## src/rtl/rotl_pipe_pkg.sv

```systemverilog
// Shared definitions for the pipelined left-rotate shifter.
//   DEF_WIDTH : default data width
//   clog2()   : constant function used to derive the stage count
//   rotl()    : reference left-rotate at DEF_WIDTH, for models and scoreboards
package rotl_pipe_pkg;

  localparam int DEF_WIDTH = 8;

  // Smallest r such that 2**r >= v.
  function automatic int clog2(input int v);
    int r;
    r = 0;
    while ((1 << r) < v) r++;
    return r;
  endfunction

  // Rotate left by n: y[i] = d[(i - n) mod WIDTH].
  function automatic logic [DEF_WIDTH-1:0] rotl(input logic [DEF_WIDTH-1:0] d,
                                                input int unsigned          n);
    logic [DEF_WIDTH-1:0] r;
    int unsigned          nm;
    nm = n % DEF_WIDTH;
    for (int i = 0; i < DEF_WIDTH; i++) begin
      r[i] = d[(i + DEF_WIDTH - nm) % DEF_WIDTH];
    end
    return r;
  endfunction

endpackage

```

## src/rtl/rotl_pipe_stage.sv

```systemverilog
// One pipeline stage of rotl_pipe: rotates by 2**STAGE when amt bit STAGE is
// set, registers the result together with the rotate amount and a valid flag.
//   clk, reset            : clock, synchronous active-high reset
//   in_valid/in_ready     : upstream handshake
//   in_data/in_amt        : upstream data and rotate amount
//   out_valid/out_ready   : downstream handshake
//   out_data/out_amt      : registered data and rotate amount
module rotl_stage #(
  parameter int WIDTH   = 8,
  parameter int SHIFT_W = 3,
  parameter int STAGE   = 0
) (
  input  logic               clk,
  input  logic               reset,
  input  logic               in_valid,
  output logic               in_ready,
  input  logic [WIDTH-1:0]   in_data,
  input  logic [SHIFT_W-1:0] in_amt,
  output logic               out_valid,
  input  logic               out_ready,
  output logic [WIDTH-1:0]   out_data,
  output logic [SHIFT_W-1:0] out_amt
);

  localparam int SH = 1 << STAGE;

  logic               valid_q;
  logic [WIDTH-1:0]   data_q, data_d;
  logic [SHIFT_W-1:0] amt_q;
  logic [WIDTH-1:0]   rot_data;

  // Fixed rotate by SH: the top SH bits wrap around to the bottom.
  assign rot_data = {in_data[WIDTH-1-SH:0], in_data[WIDTH-1:WIDTH-SH]};
  assign data_d   = in_amt[STAGE] ? rot_data : in_data;

  // An empty slot always accepts; a full one accepts only if it is emptying
  // this cycle, which collapses bubbles while the consumer is stalled.
  assign in_ready = !valid_q || out_ready;

  // NOTE: sequential state uses non-blocking assignments so every stage
  // samples its upstream neighbour's pre-edge value, giving a true pipeline.
  always_ff @(posedge clk) begin
    if (reset) begin
      valid_q <= 1'b0;
      data_q  <= '0;
      amt_q   <= '0;
    end else if (in_ready) begin
      valid_q <= in_valid;
      // Payload only moves with a real item; a bubble leaves it untouched.
      if (in_valid) begin
        data_q <= data_d;
        amt_q  <= in_amt;
      end
    end
  end

  assign out_valid = valid_q;
  assign out_data  = data_q;
  assign out_amt   = amt_q;

endmodule

```

## src/rtl/rotl_pipe.sv

```systemverilog
// Pipelined left-rotate barrel shifter, one log2 stage per register, with
// valid/ready handshakes on both sides. Inverse of the rotate-right shifter.
//   clk, reset           : clock, synchronous active-high reset
//   in_valid/in_ready    : input handshake for a/amt
//   a, amt               : data and left-rotate amount (0..WIDTH-1)
//   out_valid/out_ready  : output handshake for y
//   y                    : registered result, a rotated left by amt
module rotl_pipe
  import rotl_pipe_pkg::*;
#(
  parameter  int WIDTH   = DEF_WIDTH,
  localparam int SHIFT_W = clog2(WIDTH)
) (
  input  logic               clk,
  input  logic               reset,
  input  logic               in_valid,
  output logic               in_ready,
  input  logic [WIDTH-1:0]   a,
  input  logic [SHIFT_W-1:0] amt,
  output logic               out_valid,
  input  logic               out_ready,
  output logic [WIDTH-1:0]   y
);

  // Index k is the input of stage k; index SHIFT_W is the pipe output.
  logic               valid_chain [SHIFT_W+1];
  logic               ready_chain [SHIFT_W+1];
  logic [WIDTH-1:0]   data_chain  [SHIFT_W+1];
  logic [SHIFT_W-1:0] amt_chain   [SHIFT_W+1];
  logic [SHIFT_W-1:0] amt_unused;

  assign valid_chain[0]       = in_valid;
  assign data_chain[0]        = a;
  assign amt_chain[0]         = amt;
  assign ready_chain[SHIFT_W] = out_ready;

  for (genvar k = 0; k < SHIFT_W; k++) begin : g_stage
    rotl_stage #(
      .WIDTH  (WIDTH),
      .SHIFT_W(SHIFT_W),
      .STAGE  (k)
    ) u_stage (
      .clk      (clk),
      .reset    (reset),
      .in_valid (valid_chain[k]),
      .in_ready (ready_chain[k]),
      .in_data  (data_chain[k]),
      .in_amt   (amt_chain[k]),
      .out_valid(valid_chain[k+1]),
      .out_ready(ready_chain[k+1]),
      .out_data (data_chain[k+1]),
      .out_amt  (amt_chain[k+1])
    );
  end

  // The rotate amount is fully consumed by the last stage.
  assign amt_unused = amt_chain[SHIFT_W];

  assign in_ready  = ready_chain[0];
  assign out_valid = valid_chain[SHIFT_W];
  assign y         = data_chain[SHIFT_W];

endmodule

```

## config.mk

```make
export PLATFORM = sky130hd
export DESIGN_NAME = rotl_pipe
export DESIGN_NICKNAME = d
export VERILOG_FILES = /design/src/rtl/rotl_pipe_pkg.sv /design/src/rtl/rotl_pipe_stage.sv /design/src/rtl/rotl_pipe.sv
export SDC_FILE = /design/constraint.sdc
export NUM_CORES = 1
export LEC_CHECK = 0
export ABC_AREA = 1
export CAP_MARGIN = 20
export CORE_MARGIN = 2
export CORE_UTILIZATION = 55
export DETAILED_ROUTE_END_ITERATION = 6
export DONT_BUFFER_PORTS = 1
export PLACE_DENSITY_LB_ADDON = 0.2
export SKIP_CTS_REPAIR_TIMING = 1
export SYNTH_ARGS = -nofsm -noshare
export SYNTH_HDL_FRONTEND = slang
export SYNTH_HIERARCHICAL = 1
export SYNTH_SLANG_ARGS = --single-unit
```

## constraint.sdc

```tcl
create_clock -name clk -period 1.7 [get_ports clk]
set_clock_uncertainty 0.1 [all_clocks]
set_input_delay 0.085 -clock clk [delete_from_list [all_inputs] [get_ports clk]]
set_output_delay 0.085 -clock clk [all_outputs]
set_load 0.01 [all_outputs]
```

==> qor.csv, run 1 <==
metric,value,unit
Power Dens Cells,815,mW/mm2
clk_lat worst skew,0.32,ns
Post-Route WL,2690,um
Crit Path Class,input port to flip-flop,
failing checks,negative hold slack,
r2r startpoint,g_stage[2].u_stage/out_valid$_SDFFE_PP0P_,
H-tree lvl count,2,
sequential cell area,601,um2
Non-Filler Instances,317,
remaining antenna violation count,0,
Final min period,1.65,ns
Starting Density,57.3,%
DP Cell Count,290,
max-cap viol count,0,
crit end category,flip-flop,
final period utilization,96.8,%
Vias,1389,
syn_nets,281,
I/O pins,25,
Die X,59.9,um
Hold WS,-0.00777,ns
total global routing overflow,0,
hold path start,in_valid,
LEAKAGE,1.05,nW
DRC Markers,0,
kind of cell adding the most delay to the critical path,buffers and inverters,
HPWL after DPL,1780,um
FP Rows,20,
vias in the first global route,1091,
WP data required,1.83,ns
first-pass GRT wire length,4320,um
Critical Path Fanout Max,9,
number of port buffers,0,
largest net degree at the start of global routing,19,
setup violators final,0,
core area,0.00300,mm2
Hold Path Class,input port to flip-flop,
initial DRC count,46,
Layout Nets,298,
Hold Fails Final Rpt,1,
relative max-transition margin,78.4,%
cells along the critical path,dlygate4sd3_1 -> inv_2 -> nand2_1 -> nand2_1 -> dlygate4sd3_1 -> nor2_2 -> nor2_1,
Worst setup startpoint,amt[0],
Routed WL per cell,8.47,um
Syn-to-layout area delta,11.3,%
footprint of the multi-input gates,860,um2
PnR worst setup slack,0.0548,ns
"CTS clk-pin slew, worst paths",0.09,ns
number of diodes,0,
routability cong.,0.711,
GRT Total Usage,16.1,%
share of layout cells above drive strength 1,18.7,%
fmax,608,MHz
crit start category,input port,
instance count of the mapped netlist,266,
CTS Sinks,30,
R2R Setup Slk,0.12,ns
CTS tree,built,
die area,0.00359,mm2
CP max stage cell,dlygate4sd3_1,
Final Cell Area,0.00191,mm2
Synth Area per Inst,6.46,um2
CTS Root Cell,clkbuf_4,
Die Ht,59.9,um
actual slew at the worst max-slew pin,0.323,ns
run status,finished with violations,
Critical Path AT,1.77,ns
Fillers,277,
CP max stage delay,0.72,ns
initial antenna violation count,0,
CP bufs+invs,3,
Setup WS pre-CTS,0.280,ns
Bufs on Longest Clock Path,2,
synthesized area,0.00172,mm2
setup TNS,0,ns
post-place instance area,0.00164,mm2
total CTS buffers,5,
Ys Warns,6,
Peak VDD IR,0.407,mV
drt pass-1 iters,4,
post-DR vias/cell,4.38,
fin. max-slew vios,0,
[registers in the layout (all words and copies together) (netlist names)]
signal                     count
g_stage.u_stage/out_amt        3
g_stage.u_stage/out_data      24
g_stage.u_stage/out_valid      3
[cell usage in the layout, fill, tap and decap left out, drive strengths merged]
master         n
dlygate4sd3   19
nand3          3
inv           38
dfxtp         30
nand2        129
clkbuf         8
nor2          54
a21oi          3
[final timing paths]
check                                                                   end  depth (start not counted)
worst min register to register   g_stage[0].u_stage/out_amt[2]$_SDFFE_PP0P_                          2
worst min-delay path              g_stage[0].u_stage/out_valid$_SDFFE_PP0P_                          2
worst max-delay path            g_stage[0].u_stage/out_data[6]$_SDFFE_PP0P_                          7
worst max register to register    g_stage[2].u_stage/out_valid$_SDFFE_PP0P_                          4
[worst reg2reg max path, stage by stage (launching register included)]
cell           delay [ns]
dfxtp_1              0.43
nand2_4              0.09
nand2_4              0.20
a21oi_1              0.10
dlygate4sd3_1        0.55
[layer usage]
metal / GRT usage [%] / up-vias / wire length, um
li1: - / 796 / -
met1: 18.0 / 567 / 1280
met2: 27.0 / 22 / 1250
met3: 6.49 / 4 / 110
met4: 6.67 / 0 / 40
met5: 0 / - / 0
[area by class of cell]
| cell class | instances | share of cell area [%] |
|---|---|---|
| sequential | 30 | 31.4 |
| inverter | 38 | 7.46 |
| clock buffer | 8 | 4.12 |
| timing repair buffer | 19 | 9.94 |
| tap | 33 | 2.16 |
| multi-input combinational | 189 | 44.9 |
[per-stage QoR]
stage / utilization (%) / total power [mW] / hold WS, ns
final: 63.7 / 1.56 / -0.00777
after global routing: 63.7 / 1.66 / 0.00263
after CTS: 57.4 / 1.54 / -0.301
after detailed placement: 54.8 / 1.01 / 0.0562
after global placement: 54.8 / 1.01 / 0.0554
after floorplan: - / 1.01 / 0.0541
[where the power goes]
group          total [mW]  leakage (nW)  internal (mW)  switching (mW)
Clock               0.520        0.0446          0.282           0.237
Combinational       0.250         0.759          0.109           0.141
Sequential          0.790         0.247          0.748          0.0425
(Power assumes the default switching activity.)
==> inputs of run 2 (changes only) <==
Settings changed: PLACE_DENSITY_LB_ADDON 0.2 to 0.15.
==> qor.csv, run 2 (same netlist as run 1, synthesis figures left out) <==
metric,value,unit
DP Cell Count,290,
remaining antenna violation count,0,
total CTS buffers,5,
Peak VDD IR,0.479,mV
die area,0.00359,mm2
fin. max-slew vios,0,
HPWL after DPL,1860,um
setup TNS,0,ns
initial DRC count,77,
WP data required,1.81,ns
Vias,1387,
PnR worst setup slack,0.115,ns
Critical Path Fanout Max,17,
number of diodes,0,
Largest register FFs,24,
LEAKAGE,1.03,nW
Crit Path Class,flip-flop to flip-flop,
setup violators final,0,
CTS tree,built,
H-tree lvl count,2,
fmax,631,MHz
Final min period,1.59,ns
GRT Total Usage,16.9,%
Routed WL per cell,9.27,um
failing checks,negative hold slack,
routability cong.,0.717,
Die X,59.9,um
Hold Path Class,input port to flip-flop,
met3 Use GR,5.84,%
Final Cell Area,0.00188,mm2
vias in the first global route,1121,
clk_lat worst skew,0.32,ns
Hold Fails Final Rpt,3,
actual slew at the worst max-slew pin,0.325,ns
"Core Util, Final",62.5,%
I/O pins,25,
Power Dens Cells,772,mW/mm2
CTS Root Cell,clkbuf_4,
DRC Markers,0,
"CTS clk-pin slew, worst paths",0.08,ns
worst reg2reg path depth,4,
Setup WS pre-CTS,0.271,ns
CTS Sinks,30,
largest net degree at the start of global routing,19,
relative max-transition margin,78.3,%
Bufs on Longest Clock Path,2,
final period utilization,93.3,%
crit start category,flip-flop,
initial antenna violation count,0,
"commonest non-fill, non-tap cell in the layout",nand2_1,
busiest grt layer,met2,
number of port buffers,0,
Final Power,1.45,mW
Layout Nets,297,
hold path cells,5,
most frequent cells in the layout,"117 x nand2_1, 32 x inv_1, 30 x dfxtp_1",
Critical Path AT,1.69,ns
met2 GRT Util,28.1,%
post-DR vias/cell,4.42,
total global routing overflow,0,
Starting Density,57.3,%
Hold WS,-0.0213,ns
max-cap viol count,0,
first-pass GRT wire length,4610,um
core area,0.00300,mm2
Post-Route WL,2910,um
drt pass-1 iters,4,
post-place instance area,0.00164,mm2
crit end category,flip-flop,
Non-Filler Instances,314,
Die Ht,59.9,um
share of layout cells above drive strength 1,18.1,%
RSZ-0062 raised after global routing,no,
Syn-to-layout area delta,9.10,%
GR Layer Usage met1,19.9,%
run status,finished with violations,
FP Rows,20,
Fillers,304,
-- run 2: critical path, cell delays in order, from the launching register on --
cell and delay [ns]:
dfxtp_1 0.43, nand2_4 0.09, nand2_4 0.21, a21oi_1 0.10, dlygate4sd3_1 0.55
-- run 2: report_power, final --
group          switching (mW)  leakage, nW  internal, mW
Clock                   0.223       0.0302         0.186
Sequential             0.0428        0.247         0.748
Combinational           0.145        0.752         0.104
-- run 2: area by class of cell --
type / instances / area (um2) / share of cell area [%]
Sequential cell: 30 / 601 / 32.0
Inverter: 38 / 143 / 7.61
Tap cell: 33 / 41.3 / 2.20
Clock buffer: 6 / 51.3 / 2.74
Timing Repair Buffer: 18 / 180 / 9.61
Multi-Input combinational cell: 189 / 860 / 45.8
-- run 2: routing by layer --
layer,routed length (um),up-vias
li1,-,791
met1,1340,566
met2,1410,26
met3,117,4
met4,43,0
met5,0,-
-- run 2: path summary, 6_finish.rpt --
check | startpoint | endpoint | slack [ns]
setup / recovery | g_stage[2].u_stage/out_valid$_SDFFE_PP0P_ | g_stage[2].u_stage/out_valid$_SDFFE_PP0P_ | 0.11
hold / removal | amt[0] | g_stage[0].u_stage/out_data[7]$_SDFFE_PP0P_ | -0.02
setup reg to reg | g_stage[2].u_stage/out_valid$_SDFFE_PP0P_ | g_stage[2].u_stage/out_valid$_SDFFE_PP0P_ | 0.11
hold reg to reg | g_stage[0].u_stage/out_amt[2]$_SDFFE_PP0P_ | g_stage[0].u_stage/out_amt[2]$_SDFFE_PP0P_ | 0.38
==> inputs of run 3 (changes only) <==
Settings changed: ABC_AREA 1 to 0.
==> qor.csv, run 3 <==
metric,value,unit
run status,"finished, final reports clean",
Crit Path Class,input port to flip-flop,
most frequent cells in the layout,"29 x dfxtp_1, 25 x a21oi_1, 24 x mux2i_1, 24 x a211oi_2, 21 x dlygate4sd3_1",
total CTS buffers,5,
r2r startpoint,g_stage[2].u_stage/out_valid$_SDFFE_PP0P_,
"commonest non-fill, non-tap cell in the layout",dfxtp_1,
Layout Nets,170,
instance count of the mapped netlist,141,
Final Cell Area,0.00179,mm2
LEAKAGE,0.624,nW
crit start category,input port,
Peak VDD IR,0.668,mV
Ys Warns,6,
max-cap viol count,0,
CTS Sinks,30,
CTS tree,built,
syn_nets,156,
H-tree lvl count,2,
Critical Path Fanout Max,15,
crit end category,flip-flop,
vias in the first global route,1025,
number of diodes,0,
setup violators final,0,
remaining antenna violation count,0,
initial antenna violation count,0,
Final Power,1.46,mW
WP data required,1.83,ns
HPWL after DPL,1980,um
post-place instance area,0.00150,mm2
number of port buffers,0,
die area,0.00325,mm2
Die X,57.0,um
Non-Filler Instances,187,
fin. max-slew vios,0,
Setup WS pre-CTS,0.211,ns
setup TNS,0,ns
Routed WL per cell,16.6,um
Hold Fails Final Rpt,0,
Bufs on Longest Clock Path,2,
DP Cell Count,157,
R2R Setup Slk,0.16,ns
I/O pins,25,
total global routing overflow,0,
Hold Path Class,input port to flip-flop,
Power Dens Cells,816,mW/mm2
Largest register FFs,24,
R2R Path End,g_stage[0].u_stage/out_data[2]$_SDFFE_PP0P_,
core area,0.00271,mm2
RSZ-0062 raised after global routing,no,
synthesized area,0.00155,mm2
final period utilization,91.1,%
largest net degree at the start of global routing,31,
Worst Setup EP,g_stage[0].u_stage/out_data[2]$_SDFFE_PP0P_,
post-DR vias/cell,6.04,
Vias,1130,
"Core Util, Final",66.0,%
actual slew at the worst max-slew pin,0.574,ns
routability cong.,0.673,
Worst setup startpoint,out_ready,
share of layout cells above drive strength 1,32.1,%
Starting Density,57.1,%
DRC Markers,0,
initial DRC count,19,
Syn-to-layout area delta,15.7,%
Hold WS,0.0261,ns
Critical Path AT,1.68,ns
first-pass GRT wire length,4690,um
drt pass-1 iters,5,
GRT Total Usage,18.8,%
fmax,646,MHz
PnR worst setup slack,0.151,ns
Post-Route WL,3100,um
Synth Area per Inst,11.0,um2
FP Rows,19,
clk_lat worst skew,0.32,ns
"CTS clk-pin slew, worst paths",0.09,ns
CTS Root Cell,clkbuf_4,
relative max-transition margin,61.6,%
worst reg2reg path depth,5,
Final min period,1.55,ns
Die Ht,57.0,um
run 3: cell count changes in the layout (fill, tap and decap cells not counted), sizes merged, moves of 4 or more:
| cell | change |
|---|---|
| nor2 | -54 |
| buf | +4 |
| mux2i | +24 |
| nand2 | -129 |
| a211oi | +24 |
| inv | -35 |
| a21oi | +27 |
run 3: cell type report:
type / instances / area [um2]
clock buffers: 7 / 55.1
clock inverters: 1 / 5.00
fillers: 212 / 921
inverters: 3 / 11.3
multi-input cells: 90 / 822
flip-flops and latches: 30 / 604
well taps: 31 / 38.8
repair buffers: 25 / 253
run 3: layer usage:
layer | up-vias | track usage (%) | share of wire, %
met5 | - | 0 | 0
met4 | 0 | 9.30 | 2.7
met3 | 9 | 4.99 | 3.4
met2 | 28 | 28.2 | 49
met1 | 545 | 24.9 | 45
li1 | 548 | - | -
run 3: how the worst min path moves through the flow:
stage / startpoint / endpoint / slack [ns] / cells after the start
final: a[1] / g_stage[0].u_stage/out_data[1]$_SDFFE_PP0P_ / 0.03 / 2
after floorplan: reset / g_stage[0].u_stage/out_data[3]$_SDFFE_PP0P_ / 0.05 / 1
after global placement: reset / g_stage[2].u_stage/out_valid$_SDFFE_PP0P_ / 0.05 / 1
after global routing: a[1] / g_stage[0].u_stage/out_data[1]$_SDFFE_PP0P_ / 0.02 / 2
after CTS: reset / g_stage[2].u_stage/out_data[3]$_SDFFE_PP0P_ / -0.31 / 1
after detailed placement: reset / g_stage[2].u_stage/out_valid$_SDFFE_PP0P_ / 0.05 / 1
run 3: power by group:
part           switching, mW  leakage, nW  total [mW]  internal (mW)
Sequential            0.0470        0.248       0.793          0.746
Clock                  0.235       0.0353       0.435          0.200
Combinational          0.109        0.341       0.232          0.123
Total                  0.391        0.624        1.46           1.07
run 3: critical path, cell delays in order:
cell	delay, ns
dlygate4sd3_1	0.54
nand2b_4	0.19
nand2b_4	0.16
nand2b_4	0.24
and2_4	0.26
a211oi_2	0.20
